**config.mk**
```make
export PLATFORM = sky130hd
export DESIGN_NAME = fft_out_reorder
export DESIGN_NICKNAME = d
export VERILOG_FILES = /design/src/rtl/fft_out_reorder.sv
export SDC_FILE = /design/constraint.sdc
export NUM_CORES = 1
export LEC_CHECK = 0
export ABC_AREA = 1
export CAP_MARGIN = 30
export CORE_UTILIZATION = 45
export CTS_CLUSTER_SIZE = 40
export DETAILED_ROUTE_END_ITERATION = 10
export GPL_ROUTABILITY_DRIVEN = 0
export HOLD_SLACK_MARGIN = 0.06
export PLACE_DENSITY = 0.59
export SLEW_MARGIN = 20
export SYNTH_ARGS = -nofsm -noshare
export SYNTH_HDL_FRONTEND = slang
export SYNTH_SLANG_ARGS = --single-unit
```
**constraint.sdc**
```tcl
create_clock -name clk -period 4.3 [get_ports clk]
set_clock_uncertainty 0.05 [all_clocks]
set_input_delay 0.86 -clock clk [delete_from_list [all_inputs] [get_ports clk]]
set_output_delay 0.86 -clock clk [all_outputs]
set_load 0.05 [all_outputs]
```
**src/rtl/fft_out_reorder.sv**
```systemverilog
// -----------------------------------------------------------------------------
// fft_out_reorder
//
// Reader-side companion to the radix-2 FFT core. The core emits each result
// frame in bit-reversed bin order. Each sample is written straight to its
// natural bin address in one bank of a ping-pong buffer. A full bank is then
// replayed in natural order 0..N_POINTS-1 on a valid/ready stream.
//
// Ports
//   clk, rst            clock; asynchronous active-low reset
//   res_i, res_q        FFT result sample (signed I/Q)
//   res_valid, res_sof  sample present / first sample of a frame
//   res_ready           write bank available
//   out_i, out_q        natural-order bin data
//   out_index           bin number of the current output word
//   out_valid/out_ready output handshake
//   out_sop, out_eop    high with bin 0 / bin N_POINTS-1
//   overflow            sticky: sample presented while res_ready=0
//   frame_err           sticky: res_sof arrived with a partial frame pending
//   flag_clr            synchronous clear of the sticky flags (a set wins)
// -----------------------------------------------------------------------------
module fft_out_reorder #(
   parameter int SAMPLE_WORD_LENGTH = 8,
   parameter int N_POINTS           = 16
) (
   input  logic                                   clk,
   input  logic                                   rst,
   input  logic signed [SAMPLE_WORD_LENGTH-1:0]   res_i,
   input  logic signed [SAMPLE_WORD_LENGTH-1:0]   res_q,
   input  logic                                   res_valid,
   input  logic                                   res_sof,
   output logic                                   res_ready,
   output logic signed [SAMPLE_WORD_LENGTH-1:0]   out_i,
   output logic signed [SAMPLE_WORD_LENGTH-1:0]   out_q,
   output logic [$clog2(N_POINTS)-1:0]            out_index,
   output logic                                   out_valid,
   input  logic                                   out_ready,
   output logic                                   out_sop,
   output logic                                   out_eop,
   output logic                                   overflow,
   output logic                                   frame_err,
   input  logic                                   flag_clr
);

   localparam int ADDR_WIDTH = $clog2(N_POINTS);
   localparam int WORD       = 2 * SAMPLE_WORD_LENGTH;
   localparam logic [ADDR_WIDTH-1:0] LAST_IDX = ADDR_WIDTH'(N_POINTS - 1);

   typedef enum logic {IDLE, STREAM} rd_state_t;

   function automatic logic [ADDR_WIDTH-1:0] bitrev(input logic [ADDR_WIDTH-1:0] a);
      logic [ADDR_WIDTH-1:0] r;
      for (int b = 0; b < ADDR_WIDTH; b++) r[b] = a[ADDR_WIDTH-1-b];
      return r;
   endfunction

   logic [WORD-1:0]       mem [0:1][0:N_POINTS-1];
   logic [1:0]            bank_full;
   logic                  run;          // holds res_ready low until after reset release
   logic                  wr_bank;
   logic [ADDR_WIDTH-1:0] wr_cnt;

   rd_state_t             state, state_nxt;
   logic                  rd_bank, rd_bank_nxt;
   logic [ADDR_WIDTH-1:0] rd_cnt, rd_cnt_nxt;
   logic                  valid_nxt;
   logic                  ld;
   logic                  ld_bank;
   logic [ADDR_WIDTH-1:0] ld_idx;
   logic                  rd_clr;
   logic [WORD-1:0]       rd_word;

   // ---------------- write side ----------------
   logic                  wr_acc, wr_restart, wr_last;
   logic [ADDR_WIDTH-1:0] wr_addr;

   assign res_ready  = run & ~bank_full[wr_bank];
   assign wr_acc     = res_valid & res_ready;
   // A new frame start over a partial frame restarts the bank at bin 0.
   assign wr_restart = wr_acc & res_sof & (wr_cnt != '0);
   assign wr_addr    = wr_restart ? '0 : bitrev(wr_cnt);
   assign wr_last    = wr_acc & ~wr_restart & (wr_cnt == LAST_IDX);

   // NOTE: the sample store has no reset; bank_full gates every read, so stale
   // contents are never emitted and the array can map onto plain RAM.
   always_ff @(posedge clk) begin
      if (wr_acc) mem[wr_bank][wr_addr] <= {res_i, res_q};
   end

   // NOTE: state registers use non-blocking assignments so every flop samples
   // the pre-edge values, independent of process ordering.
   always_ff @(posedge clk or negedge rst) begin
      if (!rst) begin
         run     <= 1'b0;
         wr_bank <= 1'b0;
         wr_cnt  <= '0;
      end else begin
         run <= 1'b1;
         if (wr_acc) begin
            if (wr_restart) begin
               wr_cnt <= ADDR_WIDTH'(1);
            end else if (wr_last) begin
               wr_cnt  <= '0;
               wr_bank <= ~wr_bank;
            end else begin
               wr_cnt <= wr_cnt + 1'b1;
            end
         end
      end
   end

   // The writer only sets the bank it fills and the reader only clears the
   // bank it drains; these are always different banks.
   always_ff @(posedge clk or negedge rst) begin
      if (!rst) begin
         bank_full <= 2'b00;
      end else begin
         bank_full <= (bank_full | {wr_last & wr_bank, wr_last & ~wr_bank})
                    & ~{rd_clr & rd_bank, rd_clr & ~rd_bank};
      end
   end

   always_ff @(posedge clk or negedge rst) begin
      if (!rst) begin
         overflow  <= 1'b0;
         frame_err <= 1'b0;
      end else begin
         overflow  <= (res_valid & ~res_ready) | (overflow & ~flag_clr);
         frame_err <= wr_restart | (frame_err & ~flag_clr);
      end
   end

   // ---------------- read side ----------------
   // NOTE: every signal gets a default before the case so no path leaves one
   // unassigned, which would otherwise infer a latch.
   always_comb begin
      state_nxt   = state;
      rd_cnt_nxt  = rd_cnt;
      rd_bank_nxt = rd_bank;
      valid_nxt   = out_valid;
      ld          = 1'b0;
      ld_bank     = rd_bank;
      ld_idx      = '0;
      rd_clr      = 1'b0;
      case (state)
         IDLE: begin
            if (bank_full[rd_bank]) begin
               ld         = 1'b1;
               valid_nxt  = 1'b1;
               rd_cnt_nxt = '0;
               state_nxt  = STREAM;
            end
         end
         STREAM: begin
            if (out_ready) begin
               if (rd_cnt != LAST_IDX) begin
                  ld         = 1'b1;
                  ld_idx     = rd_cnt + 1'b1;
                  rd_cnt_nxt = rd_cnt + 1'b1;
               end else begin
                  rd_clr      = 1'b1;
                  rd_bank_nxt = ~rd_bank;
                  rd_cnt_nxt  = '0;
                  if (bank_full[~rd_bank]) begin
                     // Back-to-back frame: next bank's bin 0 with no bubble.
                     ld      = 1'b1;
                     ld_bank = ~rd_bank;
                  end else begin
                     valid_nxt = 1'b0;
                     state_nxt = IDLE;
                  end
               end
            end
         end
         default: state_nxt = IDLE;
      endcase
   end

   assign rd_word = mem[ld_bank][ld_idx];

   always_ff @(posedge clk or negedge rst) begin
      if (!rst) begin
         state     <= IDLE;
         rd_bank   <= 1'b0;
         rd_cnt    <= '0;
         out_valid <= 1'b0;
         out_i     <= '0;
         out_q     <= '0;
      end else begin
         state     <= state_nxt;
         rd_bank   <= rd_bank_nxt;
         rd_cnt    <= rd_cnt_nxt;
         out_valid <= valid_nxt;
         if (ld) begin
            out_i <= rd_word[WORD-1 -: SAMPLE_WORD_LENGTH];
            out_q <= rd_word[SAMPLE_WORD_LENGTH-1:0];
         end
      end
   end

   assign out_index = rd_cnt;
   assign out_sop   = out_valid & (rd_cnt == '0);
   assign out_eop   = out_valid & (rd_cnt == LAST_IDX);

endmodule

```
==> out/summary.txt <==
Synth Flop Type = edfxtp_1
WP data required = 3.39 ns
ys async rst share = 0.0606
post-CTS sizing = 0
commonest non-fill, non-tap cells in the layout = nand2_1, nand3_1, edfxtp_1
total track usage = 0.246
Area after DPL = 0.0254 mm²
First-pass DRT Iterations = 5
Hold Fails Final Rpt = 0
WS Path Type = flip-flop to output port
Port Buffers = 47
total chip power = 16.7 mW
share of cells above drive strength 1 = 0.0885
total CTS buffers = 56
EDFF count, synth = 512
count of unique library cells instantiated by Yosys = 27
synthesized instance count = 2160
critical path's largest stage delay = 0.94 ns
clk buf depth = 3
Slew HR = 0.378
DRC = 0
pin count of the biggest net entering global routing = 170
synthesis-to-finish area growth = 13.8%
Via Count = 16400
drt initial violations = 1732
Max Slew Vio Count = 0
number of hold buffers added after CTS = 0
status = complete, no violations
post-CTS setup buffers = 0
crit path DAT = 2.73 ns
Worst Max-Slew Pin Slew = 0.932 ns
DIE AREA = 0.0538 mm²
Tmin final = 3.64 ns
Setup violations, final = 0
worst r2r src = wr_bank$_DFFE_PN0P_
FP Rows = 83
Fin Setup TNS = 0 ns
first-pass GRT wire length = 98700 µm
unrepaired setup endpoints after global routing = false
routed len/inst = 22.1 µm
clk slew on worst S/H paths = 0.06 ns
Largest delay share family, worst path = buffers and inverters
number of I/O pins = 48
Worst setup SP type = flip-flop
CORE AREA = 0.0518 mm²
period utilization = 0.847
CTS root buf = clkbuf_16
Buf/Inv on CP = 3
initial antenna violation count = 1
Detail Route Antenna Nets = 0
commonest non-fill, non-tap cell in the layout = nand2_1
syn_nets = 2186
synth top area cells = edfxtp_1, nand3_1, nand2_1
vias in the first global route = 16000
Synth area leader = edfxtp_1
Final #Nets = 2245
CTS H-tree lvls = 2
Worst setup EP type = output port
R2R cell count = 12
post-synth top area share = 0.646
worst setup margin = 0.658 ns
mapped cell area = 0.0238 mm²
crit-path max FO = 19
sequential share of the synthesized area = 0.681
Yosys warning total = 0
Syn Area/Cell = 11.0 µm²
pwr dens = 617 mW/mm²
TritonCTS clock tree = built
clk sinks = 545
post-route cell area = 0.0271 mm²
CP Cell Sequence = inv_2 -> nand2_1 -> nand3_1 -> inv_1 -> clkdlybuf4s50_1
Starting Density = 0.459
pre-CTS WS = 0.534 ns
flops & latches, synth = 545
Pleak = 10.4 nW
Congestion Overflow GR = 0
Worst-Skew Late Latency = 0.61 ns
Via density = 5.56
Die Wd = 232 µm
Worst IR Drop VDD = 0.382 mV
drt total wl = 65100 µm
hold crit path type = input pin to async pin
chip height = 232 µm
Crit-path slowest cell = dfrtp_1
RR Endpoint = mem[1][40]$_DFFE_PP_
dpl hpwl = 36400 µm
Max Cap Violations = 0
fmax = 0.275 GHz
reg2reg setup slack = 0.96 ns
-- state kept, by name, indices dropped and copies added, names as in the netlist --
name / count
out_q: 8
bank_full: 2
frame_err: 1
overflow: 1
out_i: 8
wr_cnt: 4
wr_bank: 1
state: 1
rd_bank: 1
mem: 512
out_index: 4
out_valid: 1
run: 1
-- worst max-delay path by stage --
stage / startpoint / end / slack (ns) / cells after the start
after floorplan: res_valid / mem[0][100]$_DFFE_PP_ / 1.03 / 8
after global placement: out_ready / out_q[5]$_DFFE_PN0P_ / 0.58 / 14
after detailed placement: out_ready / out_q[5]$_DFFE_PN0P_ / 0.53 / 14
after CTS: wr_bank$_DFFE_PN0P_ / res_ready / 0.62 / 5
after global routing: wr_bank$_DFFE_PN0P_ / res_ready / 0.53 / 5
final: wr_bank$_DFFE_PN0P_ / res_ready / 0.66 / 5
-- kinds of logic (layout without fill, tap and decap cells) --
| group | Yosys count | after routing | share of synthesized area |
|---|---|---|---|
| and+or+nand+nor | 1258 | 1258 | 0.249 |
| adders and majority gates | 4 | 4 | 0.00210 |
| AOI/OAI and AO/OA | 18 | 18 | 0.00420 |
| buffers and inverters | 334 | 435 | 0.0645 |
| other | 1 | 3 | 0.000158 |
| DFF | 545 | 545 | 0.681 |
-- cells in the mapped netlist, types with 13 or more instances --
master      n
edfxtp_1  512
nand3b_1  128
buf_6      14
nor2_1     25
nor3_1     24
buf_2      60
nand3_1   526
dfrtp_1    33
buf_4      27
inv_1     192
buf_1      13
nand2_1   548
clkbuf_1   25
-- power by group --
part,leakage (nW),internal [mW],switching [mW],total (mW)
clock,0.828,2.59,1.98,4.57
sequential,5.00,5.97,0.168,6.14
combinational,4.59,1.80,4.20,6.00
-- layer usage --
layer | global-route usage | up-vias | part of all wire
met5 | 0 | - | 0
met4 | 0.0847 | 0 | 0.030
met3 | 0.0334 | 113 | 0.069
met2 | 0.388 | 642 | 0.46
met1 | 0.351 | 8032 | 0.44
li1 | - | 7577 | -
-- cell type report --
| class | count | area [µm²] |
|---|---|---|
| fill | 4499 | 24700 |
| sequential | 545 | 16200 |
| multi-input combinational | 1281 | 6230 |
| clock buffer | 73 | 1490 |
| timing repair buffer | 140 | 1380 |
| tap | 680 | 851 |
| inverter | 195 | 734 |
| clock inverter | 27 | 201 |
| antenna | 2 | 5.00 |
-- per-stage QoR --
step	util	hold WS (ns)	std cells
after floorplan	-	0.422	2160
after global placement	0.490	0.419	2840
after detailed placement	0.490	0.443	2840
after CTS	0.522	0.345	2940
after global routing	0.523	0.112	2941
final	0.523	0.127	2943
No activity file was read; power rests on OpenSTA's default activity.
==> edit 1, RTL diff (same settings) <==
Set the parameter `N_POINTS` to 8 (it was 16).
--- a/src/rtl/fft_out_reorder.sv
+++ b/src/rtl/fft_out_reorder.sv
@@ -22,5 +22,5 @@
 module fft_out_reorder #(
    parameter int SAMPLE_WORD_LENGTH = 8,
-   parameter int N_POINTS           = 16
+   parameter int N_POINTS           = 8
 ) (
    input  logic                                   clk,
Interface: changed (resized out_index); port bits go from 48 to 47. No check against the original RTL was run, so the function may have changed too.
==> edit 1 against the unedited design <==
Design area down 46%; sequential cell count down 258; fmax up 11%; core utilization up 0.54 points; total power down 43%; routed wire length down 50%; synthesized cell count down 44%; synthesized area down 47%; worst setup slack better by 370 ps; global-route usage down 1.5 points; largest power group unchanged.
==> edit 1: results <==
set metrics [dict create \
    synth_cell_types 26 \
    yosysSeqAreaShare_pct 66.6 \
    io_buffers 46 \
    fmax_ghz 0.305 \
    met1_usage_pct 34.3 \
    cp_slowest_cell "clkdlybuf4s50_1" \
    grt_max_degree 130 \
    syn-num-nets 1235 \
    drt-total-wl_um 32600 \
    grtUsageMet2_pct 35.3 \
    dr.first_iter.drc_count 816 \
    synth_compound_area_share_pct 0.640 \
    synthTopCellsByArea "edfxtp_1 61%, nand3_1 12%, nand2_1 8.5%" \
    crit_arrival_ps 2360 \
    ir_drop_uv 324 \
    drive_above_1_share_pct 8.58 \
    synth-edff-count 256 \
    p_leak_nw 6.10 \
    hp-class "flop to flop" \
    clock_latency_ps 560 \
    antenna_cells 0 \
    p_int_mw 5.90 \
    synth_common_cells "294 x nand3_1, 287 x nand2_1, 256 x edfxtp_1" \
    outcome "finished clean" \
    hpwl_um 18100 \
    slowest_delay_ps 820 \
    h-tree-depth 1 \
    final_nets 1285 \
    async_flop_share_pct 10.8 \
    tightest_slew_ps 963 \
    cts-buffers-inserted 31 \
    grt.total_usage_pct 23.2 \
    antenna_found_initial 0 \
    grt_pass1_wl_um 49500 \
    drt-vias-per-instance 5.24 \
    fillCellCount 2481 \
    synth-adder-area-share_pct 0.591 \
]
==> edit 1: cell count changes after synthesis, moves of 3 or more <==
cell      unedited run  this run
nor3_1              24        13
inv_1              192       182
clkbuf_1            25        10
nand2_1            548       287
nand3_1            526       294
buf_2               60        33
nand3b_1           128        32
edfxtp_1           512       256
buf_4               27         6
nor2_1              25        13
buf_1               13         3
o21ai_0             11         8
==> edit 1: cells by family (layout without fill, tap and decap cells) <==
family	Yosys count	after routing
AO/OA/AOI/OAI	15	15
adder cells (fa/ha/maj)	6	6
buffers and inverters	253	328
flip-flops	287	287
other	1	1
AND/OR/NAND/NOR	645	645
==> edit 1: path summary, 6_finish.rpt <==
| kind | cells after the start | slack (ps) | to | startpoint |
|---|---|---|---|---|
| min in group asynchronous | 2 | 690 | out_valid$_DFFE_PN0P_ | rst |
| max | 3 | 1030 | res_ready | wr_bank$_DFFE_PN0P_ |
| min reg2reg | 2 | 430 | out_q[7]$_DFFE_PN0P_ | out_q[7]$_DFFE_PN0P_ |
| min | 2 | 430 | out_q[7]$_DFFE_PN0P_ | out_q[7]$_DFFE_PN0P_ |
| max reg2reg | 11 | 1420 | mem[1][114]$_DFFE_PP_ | wr_bank$_DFFE_PN0P_ |
| max in group asynchronous | 2 | 3170 | out_i[3]$_DFFE_PN0P_ | rst |
==> edit 1: worst max-delay path: cells and delay by family, from the launching register on <==
kind | cells | cell delay (ps)
flops | 1 | 710
simple gates | 2 | 280
buf+inv | 1 | 820
==> edit 1: power groups by stage <==
stage          Sequential [mW]  Combinational [mW]  Clock, mW
6_report                  3.44                3.34       2.71
5_1_grt                   3.45                3.68       2.84
4_1_cts                   3.43                3.35       2.74
3_5_place_dp              3.49                3.34          0
3_3_place_gp              3.49                3.31          0
2_1_floorplan             3.73                2.12          0
==> edit 1: final cells by class <==
type	instances	area, sq um	share of cell area, %
clock buffer	40	860	5.86
clock inverter	18	190	1.30
inverter	187	702	4.78
multi-input combinational	667	3200	21.8
sequential	287	8460	57.7
tap	378	473	3.22
timing repair buffer	83	788	5.37
==> edit 1: through the flow <==
step	instance area, sq um	util, %	cells	power (mW)	setup WS, ps
after floorplan	12700	-	1207	5.85	814
after global placement	13600	49.0	1602	6.80	1020
after detailed placement	13600	49.0	1602	6.82	1030
after CTS	14700	52.8	1660	9.52	1010
after global routing	14700	52.8	1660	9.97	873
final	14700	52.8	1660	9.48	1030
==> edit 1: routing by layer <==
| metal | up-vias | share of wire, % |
|---|---|---|
| met5 | - | 0 |
| met4 | 0 | 2.7 |
| met3 | 60 | 6.7 |
| met2 | 316 | 44 |
| met1 | 4182 | 46 |
| li1 | 4133 | - |
==> edit 2, RTL diff (config.mk and constraints unchanged) <==
Without the edit above. Make the reset (`rst`) synchronous in 4 clocked blocks. Comments in the files are not updated.
--- a/src/rtl/fft_out_reorder.sv
+++ b/src/rtl/fft_out_reorder.sv
@@ -90,5 +90,5 @@
    // NOTE: state registers use non-blocking assignments so every flop samples
    // the pre-edge values, independent of process ordering.
-   always_ff @(posedge clk or negedge rst) begin
+   always_ff @(posedge clk) begin
       if (!rst) begin
          run     <= 1'b0;
@@ -112,5 +112,5 @@
    // The writer only sets the bank it fills and the reader only clears the
    // bank it drains; these are always different banks.
-   always_ff @(posedge clk or negedge rst) begin
+   always_ff @(posedge clk) begin
       if (!rst) begin
          bank_full <= 2'b00;
@@ -121,5 +121,5 @@
    end
 
-   always_ff @(posedge clk or negedge rst) begin
+   always_ff @(posedge clk) begin
       if (!rst) begin
          overflow  <= 1'b0;
@@ -179,5 +179,5 @@
    assign rd_word = mem[ld_bank][ld_idx];
 
-   always_ff @(posedge clk or negedge rst) begin
+   always_ff @(posedge clk) begin
       if (!rst) begin
          state     <= IDLE;
Formal check against the unedited RTL: differs if rst is asserted again (counterexample within 4 cycles, from zero or initial values and one cycle with rst low); with rst held inactive, the same outputs for 10 cycles.
==> edit 2 against the unedited design <==
Count of clock-buffer cells in the layout increased by 12; synthesized area increased by 0.52%; worst setup slack improved by 24 ps; design area increased by 0.60%; die area increased by 0.52%; first-iteration DRC count increased by 4.5%; critical path type unchanged; sequential share of layout area decreased by 0.96 points; sequential cell count unchanged; routed wire length increased by 2.1%; largest cell class unchanged.
Power is not compared: it rests on default switching activity, and its combinational part moved more than twofold at a synthesized area within 25%.
==> edit 2: results <==
set metrics [dict create \
    outcome "finished clean" \
    synth-xor-area-share_pct 0.0366 \
    final_nets 2250 \
    yosysSeqAreaShare_pct 67.0 \
    grtUsageMet2_pct 38.7 \
    avgSynthCellArea_sq_um 11.0 \
    worstReg2RegEnd "out_i[4]$_SDFFE_PN0P_" \
    slowest_delay_ps 830 \
    whs_ps 434 \
    slew-limit-headroom_pct 38.7 \
    drt-vias-per-instance 5.55 \
    worst-path-max-fanout 6 \
    drive_above_1_share_pct 8.28 \
    antenna_found_initial 0 \
    syn-num-nets 2210 \
    wl_met2_um 30600 \
    use_met3_pct 3.04 \
    grt_max_degree 129 \
    layoutNonFillerInstCount 2959 \
    r2r-start "out_index[1]$_SDFFE_PN0P_" \
    pre_cts_ws_ps 520 \
    async_flop_share_pct 0 \
    crit_arrival_ps 2710 \
    antenna_cells 0 \
    hpwl_um 35800 \
    dr.first_iter.drc_count 1810 \
    cp_slowest_cell "clkdlybuf4s50_1" \
    grt_pass1_vias 15500 \
    synth_common_cells "520 x nand3_1, 512 x edfxtp_1, 350 x nand2_1" \
    met1_length_um 29700 \
]
[edit 2: cell count changes after synthesis, sizes merged, moves of 14 or more]
cell    delta
a21oi     +26
dfrtp     -33
dfxtp     +33
nand3b    +75
inv      +106
clkbuf    +14
nand2    -199
[edit 2: layout make-up]
class,instances,area (sq um),area share (%)
multi-input cells,1195,6220,22.8
clock buffers,85,1570,5.77
well taps,688,861,3.16
inverters,301,1130,4.15
repair buffers,125,1210,4.43
clock inverters,20,223,0.817
flip-flops and latches,545,16000,58.8
[edit 2: metrics by stage]
| step | power [mW] | instance area (sq um) |
|---|---|---|
| 5_1_grt | 11.1 | 27300 |
| 4_1_cts | 10.9 | 27300 |
| 3_5_place_dp | 6.14 | 25500 |
| 6_report | 10.8 | 27300 |
| 3_3_place_gp | 6.14 | 25500 |
| 2_1_floorplan | 5.99 | 23900 |
[edit 2: worst min-delay path: cells and delay by family (launching register included)]
family | cells | cell delay [ps]
flip-flops | 1 | 310
AND/OR/NAND/NOR | 1 | 60
AO/OA/AOI/OAI | 1 | 60
